## src/rtl/instr_prefetch_buffer.sv

```systemverilog
// Instruction prefetch buffer: fetches words from instruction memory ahead of
// the IF stage and queues {IR, NPC} pairs. A taken-branch redirect flushes the
// queue and restarts fetch; halt stops new requests from being issued.
module instr_prefetch_buffer #(
  parameter int              DEPTH    = 4,
  parameter int              AW       = 10,
  parameter logic [AW-1:0]   RESET_PC = '0
) (
  input  logic          clk1,
  input  logic          rst,
  output logic          imem_req,
  output logic [AW-1:0] imem_addr,
  input  logic          imem_rvalid,
  input  logic [31:0]   imem_rdata,
  input  logic          redir_valid,
  input  logic [AW-1:0] redir_pc,
  input  logic          halt,
  output logic          if_valid,
  output logic [31:0]   if_ir,
  output logic [AW-1:0] if_npc,
  input  logic          if_ready,
  output logic          busy
);

  localparam int PW = $clog2(DEPTH);
  localparam logic [PW:0] CNT_FULL = (PW+1)'(DEPTH);

  // RUN: free to issue; WAIT: response pending; DROP: pending response is stale
  localparam logic [1:0] ST_RUN  = 2'd0;
  localparam logic [1:0] ST_WAIT = 2'd1;
  localparam logic [1:0] ST_DROP = 2'd2;

  logic [1:0]    state;
  logic [1:0]    state_nxt;
  logic [AW-1:0] pc;

  logic [31:0]   ir_mem  [DEPTH];
  logic [AW-1:0] npc_mem [DEPTH];
  logic [PW-1:0] rd_ptr;
  logic [PW-1:0] wr_ptr;
  logic [PW:0]   count;
  logic [31:0]   hold_ir;
  logic [AW-1:0] hold_npc;

  logic pop;
  logic push;
  logic issue;

  // A redirect wins over everything: it blocks issue and suppresses push/pop.
  assign if_valid = (count != '0);
  assign pop      = if_valid & if_ready;
  assign push     = (state == ST_WAIT) & imem_rvalid & ~redir_valid;
  assign issue    = (state == ST_RUN) & ~halt & ~redir_valid & (count != CNT_FULL);

  // Head read; when empty the last head value seen is presented instead.
  assign if_ir  = if_valid ? ir_mem[rd_ptr]  : hold_ir;
  assign if_npc = if_valid ? npc_mem[rd_ptr] : hold_npc;

  // Next-state decode of the single-outstanding-request fetch controller
  always_comb begin
    state_nxt = state;
    case (state)
      ST_RUN:  if (issue) state_nxt = ST_WAIT;
      ST_WAIT: begin
        if (imem_rvalid)      state_nxt = ST_RUN;
        else if (redir_valid) state_nxt = ST_DROP;
      end
      ST_DROP: if (imem_rvalid) state_nxt = ST_RUN;
      default: state_nxt = ST_RUN;
    endcase
  end

  // Fetch control: state, pc, request strobe/address and busy flag
  always_ff @(posedge clk1) begin
    if (rst) begin
      state     <= ST_RUN;
      busy      <= 1'b0;
      pc        <= RESET_PC;
      imem_req  <= 1'b0;
      imem_addr <= '0;
    end else begin
      state    <= state_nxt;
      busy     <= (state_nxt != ST_RUN);
      imem_req <= issue;
      if (redir_valid) begin
        pc <= redir_pc;
      end else if (issue) begin
        imem_addr <= pc;
        pc        <= pc + 1'b1;
      end
    end
  end

  // Queue bookkeeping: pointers, occupancy and the held head for the empty case
  always_ff @(posedge clk1) begin
    if (rst) begin
      rd_ptr   <= '0;
      wr_ptr   <= '0;
      count    <= '0;
      hold_ir  <= '0;
      hold_npc <= '0;
    end else begin
      if (if_valid) begin
        hold_ir  <= ir_mem[rd_ptr];
        hold_npc <= npc_mem[rd_ptr];
      end
      if (redir_valid) begin
        rd_ptr <= '0;
        wr_ptr <= '0;
        count  <= '0;
      end else begin
        if (pop)  rd_ptr <= rd_ptr + 1'b1;
        if (push) wr_ptr <= wr_ptr + 1'b1;
        case ({push, pop})
          2'b10:   count <= count + 1'b1;
          2'b01:   count <= count - 1'b1;
          default: ;
        endcase
      end
    end
  end

  // Queue storage; the address of the outstanding request is still on imem_addr
  always_ff @(posedge clk1) begin
    if (push) begin
      ir_mem[wr_ptr]  <= imem_rdata;
      npc_mem[wr_ptr] <= imem_addr + 1'b1;
    end
  end

endmodule

```

## config.mk

```make
export PLATFORM = sky130hd
export DESIGN_NAME = instr_prefetch_buffer
export DESIGN_NICKNAME = d
export VERILOG_FILES = /design/src/rtl/instr_prefetch_buffer.sv
export SDC_FILE = /design/constraint.sdc
export NUM_CORES = 1
export LEC_CHECK = 0
export BUFFER_PORTS_ARGS = -buffer_cell sky130_fd_sc_hd__buf_4
export CAP_MARGIN = 10
export CELL_PAD_IN_SITES_DETAIL_PLACEMENT = 0
export CELL_PAD_IN_SITES_GLOBAL_PLACEMENT = 1
export CORE_MARGIN = 4
export CORE_UTILIZATION = 49
export CTS_CLUSTER_SIZE = 30
export DETAILED_ROUTE_END_ITERATION = 10
export PLACE_DENSITY = 0.8
export SETUP_SLACK_MARGIN = 0.5
export SYNTH_ARGS = -nofsm -noshare
export SYNTH_HDL_FRONTEND = slang
export SYNTH_SLANG_ARGS = --single-unit
```

## constraint.sdc

```tcl
create_clock -name clk1 -period 3.96 [get_ports clk1]
set_clock_uncertainty 0.2 [all_clocks]
set_input_delay 0.792 -clock clk1 [delete_from_list [all_inputs] [get_ports clk1]]
set_output_delay 0.792 -clock clk1 [all_outputs]
set_load 0.005 [all_outputs]
```

# Word-level counts from Yosys, hierarchy flattened
# Memory sizes are Yosys's and may differ from the RTL's. A register that Yosys moved wholly into a read port is not among the register bits.
# Cells that the tools add are included.
# totals
mem_count	2
inputBits	48
elab_cells	54
reg_bits	73
rom_bits	0
latch_bits	0
ram_bits	168
# memory_table
name	words	word_bits	read_ports	rd_clocked_by_memory_dff	wr	line	source
ir_mem	4	32	1	1	1	37	logic [31:0] ir_mem [DEPTH];
npc_mem	4	10	1	1	1	38	logic [AW-1:0] npc_mem [DEPTH];
# classes
n_eq_ne	5
add_sub_neg	6
mux	16
shift	0
n_reduce_logical	7
n_lt_le_gt_ge	0
div	0
bitwise	8
mul	0
# op_table
operator	n
2-to-1 mux 32 bit	1
2-to-1 mux 10 bit	3
adder 10 x 1 -> 10 bit (second input constant)	2
2-to-1 mux 2 bit	8
bitwise AND 1 bit	6
case mux 2 bit (3 select lines)	1
case mux 3 bit (2 select lines)	1
nonzero test 2 bit	3
adder 2 x 1 -> 2 bit (second input constant)	2
== test 2 x 1 -> 1 bit (second input constant)	2
== test 2 bit (second input constant)	2
adder 3 x 1 -> 3 bit (second input constant)	1
!= test 3 bit (second input constant)	1
nonzero test 3 bit	1
subtractor 3 x 1 -> 3 bit (second input constant)	1
logical NOT 2 bit	1
2-to-1 mux 1 bit	2
NOT 1 bit	2
AND reduction 2 bit	1
OR reduction 2 bit	1

# Depth between registers and ports, before layout
# Gate-level depths: netlist of run 1.
# logic_depth
word_depth	7
ltp_mapped	10
mapped_depth_nobuf	9

# Least setup slack after synthesis of run 1
# Ideal clock, no wire load.
# synth_timing
path_kind	input -> register
start	input redir_valid
end	memory ir_mem[1][0] (enable)
arrival_ns	2.515
setup_slack_ns	0.841
t_required_ns	3.357
path_stages	3
cell_sequence	buf_6 nor3b_1 and2_1
# synth_via
elab_chain_cells	4
# synth_rtl
item	line	source
from (decl)	15	input logic redir_valid,
NOT 1 bit (no source line)	-	
bitwise AND 1 bit	52	assign push = (state == ST_WAIT) & imem_rvalid & ~redir_valid;
2-to-1 mux 1 bit	125	if (push) begin
2-to-1 mux 1 bit (implied by the code)	126	ir_mem[wr_ptr] <= imem_rdata;
to (decl)	37	
# Every way passes these cells.

==> results.sh, run 1 <==
export IMPL_ys_seq_area_share_pct=70.4
export IMPL_antenna_found_initial=0
export IMPL_hold_viol_final=0
export IMPL_syn_area_per_cell_um2=16.6
export IMPL_clockRootBuffer="clkbuf_16"
export IMPL_leakagePower_nw=3.94
export IMPL_postRouteAntennaNets=0
export IMPL_io_pins=103
export IMPL_synth_cell_types=41
export IMPL_setup_tns_ps=0
export IMPL_r2r_cells=8
export IMPL_crit_arrival_ps=2330
export IMPL_critPathCaptureType="primary output"
export IMPL_setup_viol=0
export IMPL_crit_path_start_kind="flop"
export IMPL_ys_top_cells_by_count="edfxtp_1, dfxtp_1, mux2_2, mux4_2, nor2b_1"
export IMPL_viasPerCell=5.41
export IMPL_synthTopCellsByArea="edfxtp_1, dfxtp_1, mux4_2"
export IMPL_grt_usage_pct=16.5
export IMPL_fin_crit_ps=3320
export IMPL_hold_buffers=0
export IMPL_async_reset_ff_share_pct=0
export IMPL_synth_fp_nets=615
export IMPL_synth_area_um2=9300
export IMPL_fmax_mhz=301
export IMPL_nets=724
export IMPL_ys_flop_type="edfxtp_1"
export IMPL_drtIter0Drc=354
export IMPL_routedWlPerCell_um=19.0
export IMPL_syn_inst=559
export IMPL_syn_to_final_growth_pct=19.6
export IMPL_synth_most_common_cell="edfxtp_1"
export IMPL_hp_class="flop to flop"
export IMPL_fp_coreArea_um2=18700
export IMPL_start_util_pct=49.7
export IMPL_final_layout_size_suffix_gt1_share_pct=34.4
export IMPL_yosysWarnings=0
export IMPL_holdPathStages=2
export IMPL_worst_path_max_fanout=34
export IMPL_cts_buffers_inserted=25
export IMPL_cts_tree="built"
export IMPL_drv_cap=0
export IMPL_rsz0062_at_grt="false"
export IMPL_ff_latch_area_um2=6550
export IMPL_crit_required_ps=2970
export IMPL_status="completed"
export IMPL_clk_path_buf_depth=3
export IMPL_multi_input_area_um2=2590
export IMPL_die_h_um=146
export IMPL_hold_slack_ps=281
export IMPL_die_area_um2=21200
export IMPL_drt_total_wl_um=17400
export IMPL_yosys_register_bits=243
export IMPL_report_final_slew_viol_count=0
export IMPL_port_buffers=102
export IMPL_routabilityCongestion=0.821
export IMPL_overflow=0
export IMPL_via_count=4979
export IMPL_worstSetupPathType="flop to primary output"
export IMPL_dp_hpwl_um=11000
export IMPL_grt_start_max_net_pins=70
export IMPL_power_density_nw_per_um2=447
export IMPL_vdd_drop_max_mv=0.287
export IMPL_num_rows=50
export IMPL_die_w_um=146
export IMPL_h_tree_depth=1
export IMPL_grt_pass1_vias=5314
export IMPL_worst_slew_pin_slew_ps=893
export IMPL_yosysTopAreaCell="edfxtp_1"
export IMPL_grt_pass1_wl_um=28400
export IMPL_n_fill_cell=1394
export IMPL_cts_sinks=243
export IMPL_period_share_pct=83.9
export IMPL_n_antenna_cell=0
export IMPL_slew_headroom_pct=40.3
export IMPL_drc=0
export IMPL_detail_route_first_pass_iterations=4
export IMPL_synth_top_cell_area_share_pct=54.3
export IMPL_synth_edf_count=168
export IMPL_clkTransAtPathRegs_ps=60
export IMPL_clk_latency_ps=500
==> worst max-delay path, cell delays in order, from the launching register on <==
cell and delay (ps):
dfxtp_2 470, buf_4 480, mux4_2 420, mux2_2 310, buf_4 140
==> kinds of logic after synthesis <==
| kind of cell | after synthesis | synth area share (%) |
|---|---|---|
| AO/OA/AOI/OAI | 37 | 2.38 |
| XOR/XNOR | 13 | 1.22 |
| adder cells (fa/ha/maj) | 8 | 1.16 |
| buffers and inverters | 43 | 1.87 |
| flip-flops | 243 | 70.4 |
| multiplexers | 86 | 15.5 |
| AND/OR/NAND/NOR | 129 | 7.49 |
==> layer usage <==
| layer | routed length [um] | global-route usage [%] | part of all wire [%] | up-vias |
|---|---|---|---|---|
| met5 | 0 | 0 | 0 | - |
| li1 | - | - | - | 2329 |
| met4 | 193 | 3.13 | 1.1 | 0 |
| met3 | 1060 | 3.92 | 6.1 | 18 |
| met1 | 7480 | 22.1 | 43 | 2508 |
| met2 | 8720 | 27.9 | 50 | 124 |
==> what timing repair did <==
item                       in CTS  in global routing
setup endpoints to repair      13                 42
pin swaps                       0                  0
gates resized for setup         0                  1
gates cloned                    0                  0
setup buffers                   1                  0
==> final timing paths <==
path | startpoint | to | slack, ps
worst max-delay path | flop | if_npc[5] | 640
worst min-delay path | pc[9] | imem_addr[9] | 280
worst max register to register | count[0] | count[2] | 1170
worst min register to register | pc[9] | imem_addr[9] | 280
==> layout make-up <==
class | count | share of cell area [%]
clock inverters | 9 | 0.383
clock buffers | 36 | 6.18
flip-flops and latches | 243 | 58.9
inverters | 14 | 0.473
multi-input cells | 273 | 23.3
well taps | 234 | 2.63
repair buffers | 111 | 8.13
==> report_power, final <==
group	switching (W)	internal, W	leakage, nW	total (W)
Combinational	0.0000768	0.0000698	1.41	0.000147
Sequential	0.0000148	0.00273	2.18	0.00274
Clock	0.000881	0.00120	0.357	0.00208
Total	0.000973	0.00400	3.94	0.00497
==> flip-flops by register name (all words and copies together), names as in the netlist, named ones only <==
signal     cells
count          3
hold_npc      10
pc            10
imem_req       1
npc_mem       40
wr_ptr         2
imem_addr     10
rd_ptr         2
ir_mem       128
state          2
hold_ir       32
busy           1
==> cell usage in the layout, fill, tap and decap left out, types with 5 or more instances in the layout <==
cell type / count
inv_1: 14
nor2_1: 16
nand2b_1: 5
clkbuf_16: 25
xnor2_1: 7
mux4_2: 42
edfxtp_1: 168
clkinv_1: 5
clkbuf_1: 9
buf_4: 106
a21oi_1: 20
mux2_2: 42
xor2_1: 6
nand3_1: 10
nand2_1: 29
nor2b_1: 42
dfxtp_1: 73
ha_1: 7
a31oi_1: 5
==> through the flow <==
step / util (%) / instances / setup slack (ps) / total power [W] / area (um2)
final: 59.4 / 920 / 639 / 0.00497 / 11100
after global routing: 59.4 / 920 / 532 / 0.00516 / 11100
after CTS: 59.4 / 920 / 514 / 0.00502 / 11100
after detailed placement: 55.4 / 874 / 780 / 0.00294 / 10400
after global placement: 55.4 / 874 / 954 / 0.00294 / 10400
after floorplan: - / 559 / 841 / 0.00286 / 9300
(Power assumes the default switching activity.)
==> inputs of run 2 (changes only) <==
Settings changed: CORE_UTILIZATION 49 to 44, PLACE_DENSITY 0.8 to 0.76.
Clock period 3.96 ns to 3 ns, I/O delays scaled along.
==> run 2 against run 1 <==
Combinational power up 35%. Total power rose by 37%. Global-route usage down 1.2 points. Setup slack got worse by 510 ps. Sequential power grew 32%. Register-to-register slack worse by 540 ps. Sequential cell count stayed put. Sequential share of layout area is 1.7 points lower. Non-clock buffer count is 13 higher. Die area grew 11%.
==> results.sh, run 2 (synthesized netlist as in run 1, its figures left out) <==
export IMPL_dp_hpwl_um=11600
export IMPL_drt_total_wl_um=18300
export IMPL_status="completed"
export IMPL_largest_reg_flops=128
export IMPL_ff_latch_area_um2=6550
export IMPL_total_power_w=0.00680
export IMPL_crit_arrival_ps=2070
export IMPL_rsz0062_at_grt="true"
export IMPL_clk_path_buf_depth=3
export IMPL_critPathCaptureType="primary output"
export IMPL_drv_cap=0
export IMPL_pwr_share_comb_pct=2.9
export IMPL_period_share_pct=95.8
export IMPL_hold_viol_final=0
export IMPL_n_antenna_cell=0
export IMPL_leakagePower_nw=4.08
export IMPL_report_final_slew_viol_count=0
export IMPL_setup_viol=0
export IMPL_fp_coreArea_um2=20500
export IMPL_pre_cts_slack_ps=360
export IMPL_cts_buffers_inserted=25
export IMPL_clockRootBuffer="clkbuf_16"
export IMPL_power_density_nw_per_um2=594
export IMPL_grt_pass1_vias=5402
export IMPL_finalWorstSetupSlack_ps=125
export IMPL_r2r_end="count[2]"
export IMPL_finalInstanceArea_um2=11400
export IMPL_vdd_drop_max_mv=0.314
export IMPL_nets=737
export IMPL_clkTransAtPathRegs_ps=60
export IMPL_r2r_start="count[2]"
export IMPL_port_buffers=102
export IMPL_largestRegisters="ir_mem x128, npc_mem x40, hold_ir x32"
export IMPL_switchingPower_w=0.00134
export IMPL_sw_frac_of_total_pct=19.7
export IMPL_r2r_cells=9
export IMPL_n_fill_cell=1581
export IMPL_h_tree_depth=1
export IMPL_drtIter0Drc=256
export IMPL_fin_util_pct=55.8
export IMPL_grt_start_max_net_pins=52
export IMPL_hp_class="input pin to flop"
export IMPL_grt_usage_pct=15.3
export IMPL_worstSetupPathType="flop to primary output"
export IMPL_clk_latency_ps=500
export IMPL_die_w_um=153
export IMPL_syn_to_final_growth_pct=23.1
export IMPL_multi_input_area_um2=2630
export IMPL_die_area_um2=23500
export IMPL_worst_slew_pin_slew_ps=625
export IMPL_final_common_cell="edfxtp_1"
export IMPL_clock_power_share_pct=43.8
export IMPL_fmax_mhz=348
export IMPL_routedWlPerCell_um=18.9
export IMPL_postRouteAntennaNets=0
export IMPL_top_register="ir_mem"
export IMPL_final_layout_size_suffix_gt1_share_pct=36.9
export IMPL_crit_path_start_kind="flop"
export IMPL_cts_tree="built"
export IMPL_seqPwrFrac_pct=53.2
export IMPL_num_rows=52
export IMPL_post_dp_cell_area_um2=10500
export IMPL_setup_tns_ps=0
export IMPL_ff2ff_setup_slack_ps=630
export IMPL_slew_headroom_pct=58.3
export IMPL_min_to="state[1]"
export IMPL_grt_pass1_wl_um=29000
export IMPL_routabilityCongestion=0.862
export IMPL_detail_route_first_pass_iterations=4
export IMPL_p_int_w=0.00546
export IMPL_holdPathStages=2
export IMPL_cts_sinks=243
export IMPL_drc=0
export IMPL_via_count=5057
export IMPL_fin_crit_ps=2870
export IMPL_layout_common_cells="edfxtp_1, buf_4, dfxtp_1"
export IMPL_die_h_um=153
export IMPL_overflow=0
export IMPL_worst_path_max_fanout=6
export IMPL_viasPerCell=5.21
export IMPL_io_pins=103
export IMPL_holdCritStartpoint="imem_rvalid"
export IMPL_start_util_pct=45.4
export IMPL_antenna_found_initial=0
export IMPL_crit_required_ps=2200
-- run 2: metal layers --
layer | global-route usage (%) | vias to the layer above | part of all wire, %
met5 | 0 | - | 0
met1 | 20.0 | 2563 | 42
met2 | 26.3 | 122 | 51
li1 | - | 2352 | -
met3 | 3.56 | 20 | 5.4
met4 | 3.32 | 0 | 1.2
-- run 2: worst max-delay path, cell delays in order (launching register included) --
cell and delay (ps):
dfxtp_4 420, buf_4 180, mux4_2 540, mux2_2 290, buf_4 140
-- run 2: per-stage QoR --
step / std cells / hold slack (ps)
after global placement: 918 / 272
after floorplan: 559 / 250
final: 970 / 79.3
after detailed placement: 918 / 282
after global routing: 970 / 67.3
after CTS: 969 / 61.1
-- run 2: layout make-up --
class / instances / area share (%)
inverter: 14 / 0.459
clock buffer: 33 / 5.90
tap: 270 / 2.95
sequential: 243 / 57.3
clock inverter: 13 / 1.07
timing repair buffer: 124 / 9.38
multi-input combinational: 273 / 23.0
-- run 2: how the worst max path moves through the flow --
stage | start | to | slack (ps) | cells after the start
floorplan | redir_valid | ir_mem[0][0] | 500 | 3
global route | flop | if_ir[31] | 50 | 4
global placement | redir_valid | pc[7] | 380 | 5
CTS | flop | if_ir[27] | 90 | 4
detailed placement | redir_valid | pc[7] | 360 | 5
finish | flop | if_ir[31] | 130 | 4
-- run 2: what timing repair did --
item | 4_1_cts | 5_1_grt
hold buffers | 0 | 0
gates resized for setup | 3 | 19
endpoints found under the setup margin | 45 | 43
cloned | 0 | 1
buffers inserted | 5 | 0
-- run 2: power groups by stage --
stage          clock [W]  sequential (W)  combinational (W)
5_1_grt          0.00319         0.00362           0.000221
4_1_cts          0.00304         0.00362           0.000198
6_report         0.00298         0.00362           0.000199
3_5_place_dp           0         0.00369           0.000196
3_3_place_gp           0         0.00369           0.000189
2_1_floorplan          0         0.00369          0.0000864
